<file path="src/rtl/note_display_pkg.sv">
`default_nettype none
// ============================================================================
//  Module      : note_display_pkg
//  Description : Shared types and font-ROM glyph base addresses used by the
//                note lookup and the glyph writer.
//  Revision    : 1.0 - initial release
// ============================================================================
package note_display_pkg;

    typedef enum logic [2:0] {
        IDLE    = 3'd0,
        FETCH   = 3'd1,
        CAPTURE = 3'd2,
        WRITE   = 3'd3,
        DONE    = 3'd4
    } state_t;

    localparam int NUM_CHARS  = 3;
    localparam int GLYPH_ROWS = 8;

    // Glyph base addresses: character code * 8, modulo the 512-byte font ROM
    localparam logic [8:0] NUMBER_1     = 9'h188;
    localparam logic [8:0] NUMBER_2     = 9'h190;
    localparam logic [8:0] NUMBER_3     = 9'h198;
    localparam logic [8:0] NUMBER_4     = 9'h1A0;
    localparam logic [8:0] NUMBER_5     = 9'h1A8;
    localparam logic [8:0] NUMBER_6     = 9'h1B0;
    localparam logic [8:0] LETTER_A     = 9'h008;
    localparam logic [8:0] LETTER_B     = 9'h010;
    localparam logic [8:0] LETTER_C     = 9'h018;
    localparam logic [8:0] LETTER_D     = 9'h020;
    localparam logic [8:0] LETTER_E     = 9'h028;
    localparam logic [8:0] LETTER_F     = 9'h030;
    localparam logic [8:0] LETTER_G     = 9'h038;
    localparam logic [8:0] SYMBOL_SPACE = 9'h100;
    localparam logic [8:0] SYMBOL_HASH  = 9'h118;
    localparam logic [8:0] INVALID      = 9'h0C0;

    // Glyph bases are 8-aligned, so OR-ing the row index selects the row byte
    function automatic logic [8:0] glyph_row_addr(input logic [8:0] base,
                                                  input logic [2:0] row);
        return base | {6'd0, row};
    endfunction

endpackage
`default_nettype wire

</file>
<file path="src/rtl/note_glyph_writer_if.sv">
`default_nettype none
// ============================================================================
//  Module      : note_glyph_writer_if
//  Description : Note handshake, font-ROM port and frame-buffer write port of
//                the glyph writer. master = writer side, slave = environment.
//  Revision    : 1.0 - initial release
// ============================================================================
interface note_glyph_writer_if #(
    parameter int FB_ADDR_W = 10
);
    logic [5:0]           note_in;
    logic                 note_valid;
    logic                 note_ready;
    logic [8:0]           rom_addr;
    logic [7:0]           rom_data;
    logic                 fb_wr_en;
    logic [FB_ADDR_W-1:0] fb_wr_addr;
    logic [7:0]           fb_wr_data;
    logic                 fb_wr_ready;
    logic                 busy;
    logic                 done;

    modport master (
        input  note_in, note_valid, rom_data, fb_wr_ready,
        output note_ready, rom_addr, fb_wr_en, fb_wr_addr, fb_wr_data, busy, done
    );

    modport slave (
        output note_in, note_valid, rom_data, fb_wr_ready,
        input  note_ready, rom_addr, fb_wr_en, fb_wr_addr, fb_wr_data, busy, done
    );
endinterface
`default_nettype wire

</file>
<file path="src/rtl/note_rom.sv">
`default_nettype none
// ============================================================================
//  Module      : note_rom
//  Description : Combinational note-to-glyph lookup. Code 0 is a rest (three
//                spaces); codes 1..63 are A1..B6 with the octave digit
//                advancing at every A.
//  Revision    : 1.0 - initial release
// ============================================================================
module note_rom
    import note_display_pkg::*;
(
    input  logic [5:0] note,
    output logic [8:0] letter_addr,
    output logic [8:0] symbol_addr,
    output logic [8:0] number_addr
);

    logic [5:0] w_idx;
    logic [2:0] w_octave;
    logic [5:0] w_semi;

    // Split the code into octave (0..5) and semitone within octave (0 = A)
    always_comb begin
        w_idx = note - 6'd1;
        if (w_idx >= 6'd60)      w_octave = 3'd5;
        else if (w_idx >= 6'd48) w_octave = 3'd4;
        else if (w_idx >= 6'd36) w_octave = 3'd3;
        else if (w_idx >= 6'd24) w_octave = 3'd2;
        else if (w_idx >= 6'd12) w_octave = 3'd1;
        else                     w_octave = 3'd0;
        w_semi = w_idx - ({w_octave, 3'b000} + {1'b0, w_octave, 2'b00});
    end

    // Map semitone/octave to glyph bases; a rest overrides all three
    always_comb begin
        letter_addr = INVALID;
        symbol_addr = SYMBOL_SPACE;
        number_addr = INVALID;
        case (w_semi)
            6'd0, 6'd1:  letter_addr = LETTER_A;
            6'd2:        letter_addr = LETTER_B;
            6'd3, 6'd4:  letter_addr = LETTER_C;
            6'd5, 6'd6:  letter_addr = LETTER_D;
            6'd7:        letter_addr = LETTER_E;
            6'd8, 6'd9:  letter_addr = LETTER_F;
            6'd10, 6'd11: letter_addr = LETTER_G;
            default:     letter_addr = INVALID;
        endcase
        case (w_semi)
            6'd1, 6'd4, 6'd6, 6'd9, 6'd11: symbol_addr = SYMBOL_HASH;
            default:                       symbol_addr = SYMBOL_SPACE;
        endcase
        case (w_octave)
            3'd0:    number_addr = NUMBER_1;
            3'd1:    number_addr = NUMBER_2;
            3'd2:    number_addr = NUMBER_3;
            3'd3:    number_addr = NUMBER_4;
            3'd4:    number_addr = NUMBER_5;
            3'd5:    number_addr = NUMBER_6;
            default: number_addr = INVALID;
        endcase
        if (note == 6'd0) begin
            letter_addr = SYMBOL_SPACE;
            symbol_addr = SYMBOL_SPACE;
            number_addr = SYMBOL_SPACE;
        end
    end

endmodule
`default_nettype wire

</file>
<file path="src/rtl/note_glyph_writer.sv">
`default_nettype none
// ============================================================================
//  Module      : note_glyph_writer
//  Description : Resolves a note code to three glyphs, fetches their 8 rows
//                each from a 1-cycle-latency font ROM and writes the 24 row
//                bytes into a fixed 3-character frame-buffer field.
//  Revision    : 1.0 - initial release
// ============================================================================
module note_glyph_writer
    import note_display_pkg::*;
#(
    parameter int                   FB_ADDR_W = 10,
    parameter logic [FB_ADDR_W-1:0] SLOT_BASE = '0
) (
    input  logic                  clk,
    input  logic                  rst_n,
    note_glyph_writer_if.master   bus
);

    state_t               r_state;
    state_t               w_state_nxt;
    logic [5:0]           r_note_q;
    logic [1:0]           r_c;
    logic [2:0]           r_r;
    logic [1:0]           w_c_nxt;
    logic [2:0]           w_r_nxt;
    logic                 w_load_addr;
    logic [8:0]           r_rom_addr;
    logic [FB_ADDR_W-1:0] r_fb_wr_addr;
    logic [7:0]           r_fb_wr_data;
    logic                 w_accept;
    logic [5:0]           w_lookup_note;
    logic [8:0]           w_letter;
    logic [8:0]           w_symbol;
    logic [8:0]           w_number;
    logic [8:0]           w_base;

    assign w_accept = (r_state == IDLE) && bus.note_valid;

    // In IDLE the lookup sees the incoming code so the first fetch address
    // can be registered on the acceptance edge; afterwards only note_q.
    assign w_lookup_note = (r_state == IDLE) ? bus.note_in : r_note_q;

    note_rom u_note_rom (
        .note        (w_lookup_note),
        .letter_addr (w_letter),
        .symbol_addr (w_symbol),
        .number_addr (w_number)
    );

    // Glyph base of the character the next fetch will address
    always_comb begin
        case (w_c_nxt)
            2'd0:    w_base = w_letter;
            2'd1:    w_base = w_symbol;
            default: w_base = w_number;
        endcase
    end

    // State register
    always_ff @(posedge clk or negedge rst_n) begin
        if (!rst_n) r_state <= IDLE;
        else        r_state <= w_state_nxt;
    end

    // Next state, next char/row indices and fetch-address load strobe
    always_comb begin
        w_state_nxt = r_state;
        w_c_nxt     = r_c;
        w_r_nxt     = r_r;
        w_load_addr = 1'b0;
        case (r_state)
            IDLE: begin
                if (bus.note_valid) begin
                    w_state_nxt = FETCH;
                    w_c_nxt     = 2'd0;
                    w_r_nxt     = 3'd0;
                    w_load_addr = 1'b1;
                end
            end
            FETCH:   w_state_nxt = CAPTURE;
            CAPTURE: w_state_nxt = WRITE;
            WRITE: begin
                if (bus.fb_wr_ready) begin
                    if (r_r != 3'(GLYPH_ROWS - 1)) begin
                        w_r_nxt     = r_r + 3'd1;
                        w_state_nxt = FETCH;
                        w_load_addr = 1'b1;
                    end else if (r_c != 2'(NUM_CHARS - 1)) begin
                        w_c_nxt     = r_c + 2'd1;
                        w_r_nxt     = 3'd0;
                        w_state_nxt = FETCH;
                        w_load_addr = 1'b1;
                    end else begin
                        w_state_nxt = DONE;
                    end
                end
            end
            DONE:    w_state_nxt = IDLE;
            default: w_state_nxt = IDLE;
        endcase
    end

    // Datapath: latched note, indices, ROM address and frame-buffer write word
    always_ff @(posedge clk or negedge rst_n) begin
        if (!rst_n) begin
            r_note_q     <= '0;
            r_c          <= '0;
            r_r          <= '0;
            r_rom_addr   <= '0;
            r_fb_wr_addr <= '0;
            r_fb_wr_data <= '0;
        end else begin
            if (w_accept) begin
                r_note_q <= bus.note_in;
            end
            r_c <= w_c_nxt;
            r_r <= w_r_nxt;
            if (w_load_addr) begin
                r_rom_addr <= glyph_row_addr(w_base, w_r_nxt);
            end
            // Captured once per row, so the word holds through any stall
            if (r_state == CAPTURE) begin
                r_fb_wr_data <= bus.rom_data;
                r_fb_wr_addr <= SLOT_BASE + FB_ADDR_W'({r_c, r_r});
            end
        end
    end

    assign bus.note_ready = (r_state == IDLE);
    assign bus.busy       = (r_state != IDLE);
    assign bus.done       = (r_state == DONE);
    assign bus.fb_wr_en   = (r_state == WRITE);
    assign bus.rom_addr   = r_rom_addr;
    assign bus.fb_wr_addr = r_fb_wr_addr;
    assign bus.fb_wr_data = r_fb_wr_data;

endmodule
`default_nettype wire
</file>
<file path="src/flat_wrapper.sv">
// flat-port wrapper written by rule: the top's interface ports become plain ports
module note_glyph_writer_flat import note_display_pkg::*;
#(
    parameter int                   FB_ADDR_W = 10,
    parameter logic [FB_ADDR_W-1:0] SLOT_BASE = '0
)
  (clk, rst_n, bus_note_in, bus_note_valid, bus_rom_data, bus_fb_wr_ready, bus_note_ready, bus_rom_addr, bus_fb_wr_en, bus_fb_wr_addr, bus_fb_wr_data, bus_busy, bus_done);
  note_glyph_writer_if #(.FB_ADDR_W(FB_ADDR_W)) bus_i ();
  input  logic clk;
  input  logic rst_n;
  input wire logic [$bits(bus_i.note_in)-1:0] bus_note_in;
  input wire logic [$bits(bus_i.note_valid)-1:0] bus_note_valid;
  input wire logic [$bits(bus_i.rom_data)-1:0] bus_rom_data;
  input wire logic [$bits(bus_i.fb_wr_ready)-1:0] bus_fb_wr_ready;
  output wire logic [$bits(bus_i.note_ready)-1:0] bus_note_ready;
  output wire logic [$bits(bus_i.rom_addr)-1:0] bus_rom_addr;
  output wire logic [$bits(bus_i.fb_wr_en)-1:0] bus_fb_wr_en;
  output wire logic [$bits(bus_i.fb_wr_addr)-1:0] bus_fb_wr_addr;
  output wire logic [$bits(bus_i.fb_wr_data)-1:0] bus_fb_wr_data;
  output wire logic [$bits(bus_i.busy)-1:0] bus_busy;
  output wire logic [$bits(bus_i.done)-1:0] bus_done;
  assign bus_i.note_in = bus_note_in;
  assign bus_i.note_valid = bus_note_valid;
  assign bus_i.rom_data = bus_rom_data;
  assign bus_i.fb_wr_ready = bus_fb_wr_ready;
  assign bus_note_ready = bus_i.note_ready;
  assign bus_rom_addr = bus_i.rom_addr;
  assign bus_fb_wr_en = bus_i.fb_wr_en;
  assign bus_fb_wr_addr = bus_i.fb_wr_addr;
  assign bus_fb_wr_data = bus_i.fb_wr_data;
  assign bus_busy = bus_i.busy;
  assign bus_done = bus_i.done;
  note_glyph_writer #(.FB_ADDR_W(FB_ADDR_W), .SLOT_BASE(SLOT_BASE)) u_core (.clk(clk), .rst_n(rst_n), .bus(bus_i));
endmodule
</file>
<file path="config.mk">
export PLATFORM = sky130hd
export DESIGN_NAME = note_glyph_writer_flat
export DESIGN_NICKNAME = d
export VERILOG_FILES = /design/src/rtl/note_display_pkg.sv /design/src/rtl/note_glyph_writer_if.sv /design/src/rtl/note_rom.sv /design/src/rtl/note_glyph_writer.sv /design/src/flat_wrapper.sv
export SDC_FILE = /design/constraint.sdc
export NUM_CORES = 1
export LEC_CHECK = 0
export BUFFER_PORTS_ARGS = -buffer_cell sky130_fd_sc_hd__buf_2
export CAP_MARGIN = 40
export CELL_PAD_IN_SITES_DETAIL_PLACEMENT = 0
export CELL_PAD_IN_SITES_GLOBAL_PLACEMENT = 2
export CORE_UTILIZATION = 34
export CTS_CLUSTER_DIAMETER = 120
export DETAILED_ROUTE_END_ITERATION = 16
export PLACE_DENSITY = 0.85
export SLEW_MARGIN = 20
export SYNTH_ARGS = -nofsm -noshare
export SYNTH_HDL_FRONTEND = slang
export SYNTH_SLANG_ARGS = --single-unit
export TNS_END_PERCENT = 5
</file>
<file path="constraint.sdc">
create_clock -name clk -period 5.28 [get_ports clk]
set_input_delay 1.056 -clock clk [delete_from_list [all_inputs] [get_ports clk]]
set_output_delay 1.056 -clock clk [all_outputs]
set_load 0.01 [all_outputs]
</file>
; Word-level counts from Yosys, hierarchy flattened
; Memories as Yosys holds them, arrays and structs flattened.
; Cells that the tools add are included.
[word_totals]
reg_bits = 36
rom_bits = 80
input_bits = 18
mem_count = 1
[mem_list]
columns = memory, depth, width, read_ports, rd_clocked_by_memory_dff, write_ports, line
row1 = (no name shown), 16, 5, 1, 0, 0, note_rom.sv:39  ; case (w_semi)
[classes]
add_sub_neg = 5
order_cmp = 5
n_eq_ne = 19
mux = 33
bitwise_logic = 1
n_reduce_logical = 9
[op_table]
columns = cell, count
row1 = one-hot mux 9 bit (6 select lines), 1
row2 = two-way mux 9 bit, 4
row3 = two-way mux 3 bit, 10
row4 = greater-or-equal comparator 6 bit (second input constant), 3
row5 = one-hot mux 9 bit (2 select lines), 1
row6 = == test 3 x 2 -> 1 bit (second input constant), 4
row7 = == test 6 x 3 -> 1 bit (second input constant), 2
row8 = == test 6 x 4 -> 1 bit (second input constant), 2
row9 = two-way mux 2 bit, 6
row10 = one-hot mux 3 bit (4 select lines), 1
row11 = == test 3 bit (second input constant), 3
row12 = bitwise OR 9 x 3 -> 9 bit, 1
row13 = adder 6 x 5 -> 6 bit, 1
row14 = == test 3 x 1 -> 1 bit (second input constant), 2
row15 = == test 6 x 1 -> 1 bit (second input constant), 1
row16 = greater-or-equal comparator 6 x 4 -> 1 bit (second input constant), 1
row17 = greater-or-equal comparator 6 x 5 -> 1 bit (second input constant), 1
row18 = logical NOT 3 bit, 2
row19 = logical NOT 6 bit, 1
row20 = two-way mux 6 bit, 1
row21 = inequality test 2 bit (second input constant), 3
row22 = one-hot mux 3 bit (2 select lines), 1
row23 = subtractor 6 x 1 -> 6 bit (second input constant), 1
row24 = subtractor 6 bit, 1
row25 = other kinds (13), 18

; Longest topological paths before layout
[logic_depth]
ltp_word = 17
depth_mapped = 24

; Cells and area by module
; Synthesis repeated with hierarchy kept, for this count alone.
[hier_totals]
cells_unflattened = 273
area_unflattened_um2 = 2655.0
[modules_own_cells]
columns = module, n_inst, cells_per_inst, area_per_inst_um2, seq_area_each_um2
row1 = note_glyph_writer, 1, 161, 1823.0, 900.9
row2 = note_rom, 1, 112, 832.0, 0.0

; Worst setup path before layout
; No wires, ideal clock.
[synth_timing]
path_type = register to register
from = reg u_core.r_state[0]
to = reg u_core.r_rom_addr[3], in the netlist u_core.bus.rom_addr[3]
arrival_ps = 4555
required_ps = 5159
slack_ps = 604
path_stages_with_launch = 23
n_path_buf = 3
path_cell_list = dfrtp_1 -> buf_6 -> or3_1 -> buf_6 -> inv_2 -> nand2_1 -> and2_1 -> ha_1 -> nor3b_1 -> xnor2_1 -> mux2i_1 -> nor2_1 -> a21boi_0 -> and2_1 -> fa_1 -> ha_1 -> clkbuf_1 -> nor2_1 -> a2bb2oi_1 -> a21oi_1 -> a41o_1 -> a41o_1 -> o22a_1
[synth_via]
elab_chain_len = 17
[synth_rtl]
columns = element, line
row1 = start: declaration, note_glyph_writer.sv:20  ; state_t r_state;
row2 = start signal: assignment, note_glyph_writer.sv:63  ; else r_state <= w_state_nxt;
row3 = logical NOT 3 bit (*), --
row4 = named net bus_note_ready, flat_wrapper.sv:15  ; output wire logic [$bits(bus_i.note_ready)-1:0] bus_note_ready;
row5 = "parallel branches: the longest is 16 deep, another holds subtractor 6 x 1 -> 6 bit", --
row6 = end signal: assignment, note_glyph_writer.sv:120  ; r_rom_addr <= glyph_row_addr(w_base, w_r_nxt);
row7 = end: declaration, note_glyph_writer.sv:28  ; logic [8:0] r_rom_addr;
; Mark *: on every way through the listed nets, which the timed path passes.
; A chain may end at the register's enable or synchronous reset.

; Worst setup path in the final report
[layout_timing]
from = reg u_core.r_state[0]
to = reg u_core.r_rom_addr[3], in the netlist u_core.bus.rom_addr[3]
[layout_via]
elab_chain_len = 17
[layout_rtl]
columns = element
row1 = "parallel branches: the longest is 17 deep, another holds subtractor 6 x 1 -> 6 bit"
; Several ways; the timed one is not identified.

==> metrics.md <==
| Metric | Value |
|---|---|
| Reg clk slew, reported paths | `0.07 ns` |
| Core area | `0.00653 mm²` |
| Post-DP HPWL | `3820 µm` |
| TritonCTS clock tree | `yes` |
| Status | `complete, no violations` |
| Count of cell types in the netlist | `47` |
| DR pass1 iterations | `4` |
| CP required | `5.45 ns` |
| Num ports | `49` |
| GR Util met1 | `18.6%` |
| Layout cells sized above 1 | `28.9%` |
| Remaining Overflow, GRT | `0` |
| Layout Utilization | `41.8%` |
| Routed Antenna Nets | `0` |
| Post-route cell area | `0.00273 mm²` |
| Clk buf depth | `2` |
| First-pass GRT wire length | `8790 µm` |
| Slew HR | `54.2%` |
| Part of the Yosys area used for sequential elements | `38.3%` |
| Sequential cell area | `901 µm²` |
| Ant diodes | `0` |
| Initial drt markers | `51` |
| Synth Area per Inst | `9.85 µm²` |
| Crit share post-route | `92.2%` |
| CP startpoint kind | `flip-flop` |
| # DRC | `0` |
| Final net count | `322` |
| Worst-Skew Late Latency | `0.28 ns` |
| F_max | `205 MHz` |
| Clock Skew | `0.00376 ns` |
| GRT Util Overall | `15.2%` |
| Die ar. | `0.00726 mm²` |
| Worst Hold Path Cells | `2` |
| Gate Count Post-Synth | `239` |
| Minimum clock period | `4.87 ns` |
| Crit path capture type | `flip-flop` |
| Synth Warn # | `0` |
| Final hold slack | `0.476 ns` |
| Crit path max-delay family | `simple AND/OR/NAND/NOR gates` |
| Mapped Area | `0.00235 mm²` |
| Multi-input gate area | `0.00135 mm²` |
| Max Transition Viols Final | `0` |
| Worst r2r dst | `u_core.bus.rom_addr[3]` |
| Synth Register Bits | `36` |
| Largest stage delay, worst path | `0.51 ns` |
| Unrepaired setup endpoints after global routing | `false` |
| Met3 Resource Use GR | `2.43%` |
| R2R Path Start | `u_core.r_state[0]` |
| Post-synth EDFFs | `0` |
| Num CTS Buffers | `5` |
| IO buf count | `43` |
| Hold_sp | `u_core.bus.rom_addr[7]` |
| Gpl congestion | `0.784` |
| Sequence of cells on the critical path | `or3_4 > inv_2 > nand2_1 > nand2_1 > inv_1 > ha_1 > nor3b_1 > xnor2_1 > mux2i_2 > nand3_1 > a21boi_0 > and2_1 > fa_1 > ha_1 > nor2_1 > a2bb2oi_2 > a21oi_1 > a41o_1 > a41o_1 > o22a_1` |
| Ys async rst share | `100%` |
| DP Area | `0.00262 mm²` |
| Slowest stage cell, crit path | `or3_4` |
| DIE WIDTH | `85.2 µm` |
| Worst Hold Class | `reg -> reg` |
| Worst Path Max Fanout | `10` |
| Crit path kind | `reg -> reg` |
| Top FF cell, synth | `dfrtp_1` |
| WL/cell | `13.8 µm` |
| Final setup viols | `0` |
| Fill count | `670` |
| Area grow syn2layout | `15.8%` |
| Arr. time, crit path | `5.04 ns` |
| TNS Setup | `0 ns` |
| Worst R2R Path Depth | `20` |
| Reg2reg setup slack | `0.41 ns` |
| Initial Utilization | `36.1%` |
| Largest net degree at the start of global routing | `37` |
| Vias in the first global route | `1926` |
| Die Y | `85.2 µm` |
| Site Rows | `29` |
| Hold EP | `u_core.bus.rom_addr[7]` |
| Final hold vios | `0` |
| Met2 usage | `27.5%` |
| Via count | `1815` |
| Root Driver | `clkbuf_8` |
| H-tree lvl count | `2` |
| Postcts setup bufs | `0` |
| Buffers & Inverters on Critical Path | `2` |
| Initial antenna violation count | `0` |
| Top Usage Layer GRT | `met2` |
| Number of max-cap violations | `0` |
| Clock tree sinks | `36` |
| Worst-margin pin slew | `0.685 ns` |
| WL final | `4990 µm` |
| DR vias/cell | `5.03` |
placed cells by master, fill, tap and decap left out, types with 3 or more instances in the layout:
cell      instances
nand2b_1          4
ha_1             19
a22o_1            4
nand2_1          41
xnor2_1           6
nor3b_1           3
clkbuf_8          5
nor2_1           12
conb_1            5
a21oi_1          11
mux2i_1           3
nand3_1           6
dfrtp_1          36
xor2_1            3
nor4_1            3
mux2_2           15
buf_2            43
inv_1            11
and2_1            3
o21ai_0           4
flip-flops by register name, indices dropped and copies added, names as in the netlist:
register and cells:
u_core.bus.fb_wr_addr 5, u_core.bus.fb_wr_data 8, u_core.r_c 2, u_core.bus.rom_addr 9
u_core.r_note_q 6, u_core.r_r 3, u_core.r_state 3
cells in the mapped netlist, types with 2 or more instances:
| master | instances | area share [%] |
|---|---|---|
| a21oi_1 | 11 | 2.3 |
| a22o_1 | 4 | 1.5 |
| a2bb2oi_1 | 2 | 0.74 |
| a311o_1 | 2 | 0.85 |
| a31oi_1 | 2 | 0.53 |
| a41o_1 | 2 | 0.85 |
| and2_1 | 3 | 0.80 |
| and3_1 | 2 | 0.53 |
| buf_4 | 6 | 1.9 |
| buf_6 | 3 | 1.4 |
| clkbuf_1 | 3 | 0.48 |
| dfrtp_1 | 36 | 38 |
| ha_1 | 19 | 10 |
| inv_1 | 11 | 1.8 |
| inv_2 | 2 | 0.32 |
| mux2_2 | 15 | 7.2 |
| mux2i_1 | 4 | 1.7 |
| nand2_1 | 41 | 6.5 |
| nand2b_1 | 4 | 1.1 |
| nand3_1 | 6 | 1.3 |
| nor2_1 | 12 | 1.9 |
| nor2b_1 | 2 | 0.53 |
| nor3_1 | 2 | 0.43 |
| nor3b_1 | 4 | 1.3 |
| nor4_1 | 3 | 0.80 |
| nor4_2 | 2 | 1.1 |
| o21ai_0 | 4 | 0.85 |
| o21ai_1 | 2 | 0.43 |
| o21bai_1 | 2 | 0.64 |
| o22a_1 | 2 | 0.74 |
| o31ai_1 | 2 | 0.64 |
| or2_2 | 2 | 0.53 |
| xnor2_1 | 6 | 2.2 |
| xor2_1 | 3 | 1.1 |
worst reg2reg max path: stages, from the launching register on:
cell,delay [ns]
dfrtp_1,0.49
or3_4,0.51
inv_2,0.18
nand2_1,0.07
nand2_1,0.15
inv_1,0.11
ha_1,0.22
nor3b_1,0.16
xnor2_1,0.22
mux2i_2,0.14
nand3_1,0.12
a21boi_0,0.21
and2_1,0.23
fa_1,0.46
ha_1,0.42
nor2_1,0.15
a2bb2oi_2,0.20
a21oi_1,0.06
a41o_1,0.24
a41o_1,0.23
o22a_1,0.19
how the worst max path moves through the flow:
stage | start | endpoint | slack, ns | cells after the start
floorplan | u_core.r_state[0] | u_core.bus.rom_addr[3] | 0.60 | 22
global placement | u_core.r_state[0] | u_core.bus.rom_addr[3] | 0.32 | 20
detailed placement | u_core.r_state[0] | u_core.bus.rom_addr[4] | 0.18 | 20
CTS | u_core.r_state[0] | u_core.bus.rom_addr[3] | 0.13 | 20
global route | u_core.r_state[0] | u_core.bus.rom_addr[3] | 0.01 | 20
finish | u_core.r_state[0] | u_core.bus.rom_addr[3] | 0.41 | 20
final cells by class:
cell class,count,share of cell area (%)
Clock buffer,6,2.66
Clock inverter,1,0.183
Inverter,13,1.79
Multi-Input combinational cell,182,49.5
Sequential cell,36,33.0
Tap cell,77,3.53
Timing Repair Buffer,46,9.31
stage by stage:
step                setup WS, ns  cells
global placement           0.325    351
finish                     0.412    361
global route              0.0119    361
floorplan                  0.604    243
detailed placement         0.181    353
CTS                        0.132    360
layer usage:
layer	vias to the layer above	part of all wire, %
met5	-	0
met4	0	0.92
met3	5	4.8
met2	46	48
met1	851	46
li1	913	-
repair_timing:
action | 4_1_cts | 5_1_grt
resized for setup | 0 | 3
endpoints found under the hold margin | 0 | 0
endpoints found under the setup margin | 0 | 4
hold buffers | 0 | 0
kinds of logic after synthesis:
family,after synthesis,share of synthesized area [%]
buffers and inverters,25,5.90
AOI/OAI and AO/OA,42,13.9
muxes,19,8.87
adders and majority gates,20,10.9
xor gates and xnor gates,9,3.35
and+or+nand+nor,87,18.6
other,1,0.159
DFF,36,38.3
Power is left out: the tool's default activity adds up to more than one toggle a clock period on the data nets, which glitch-free logic cannot reach.
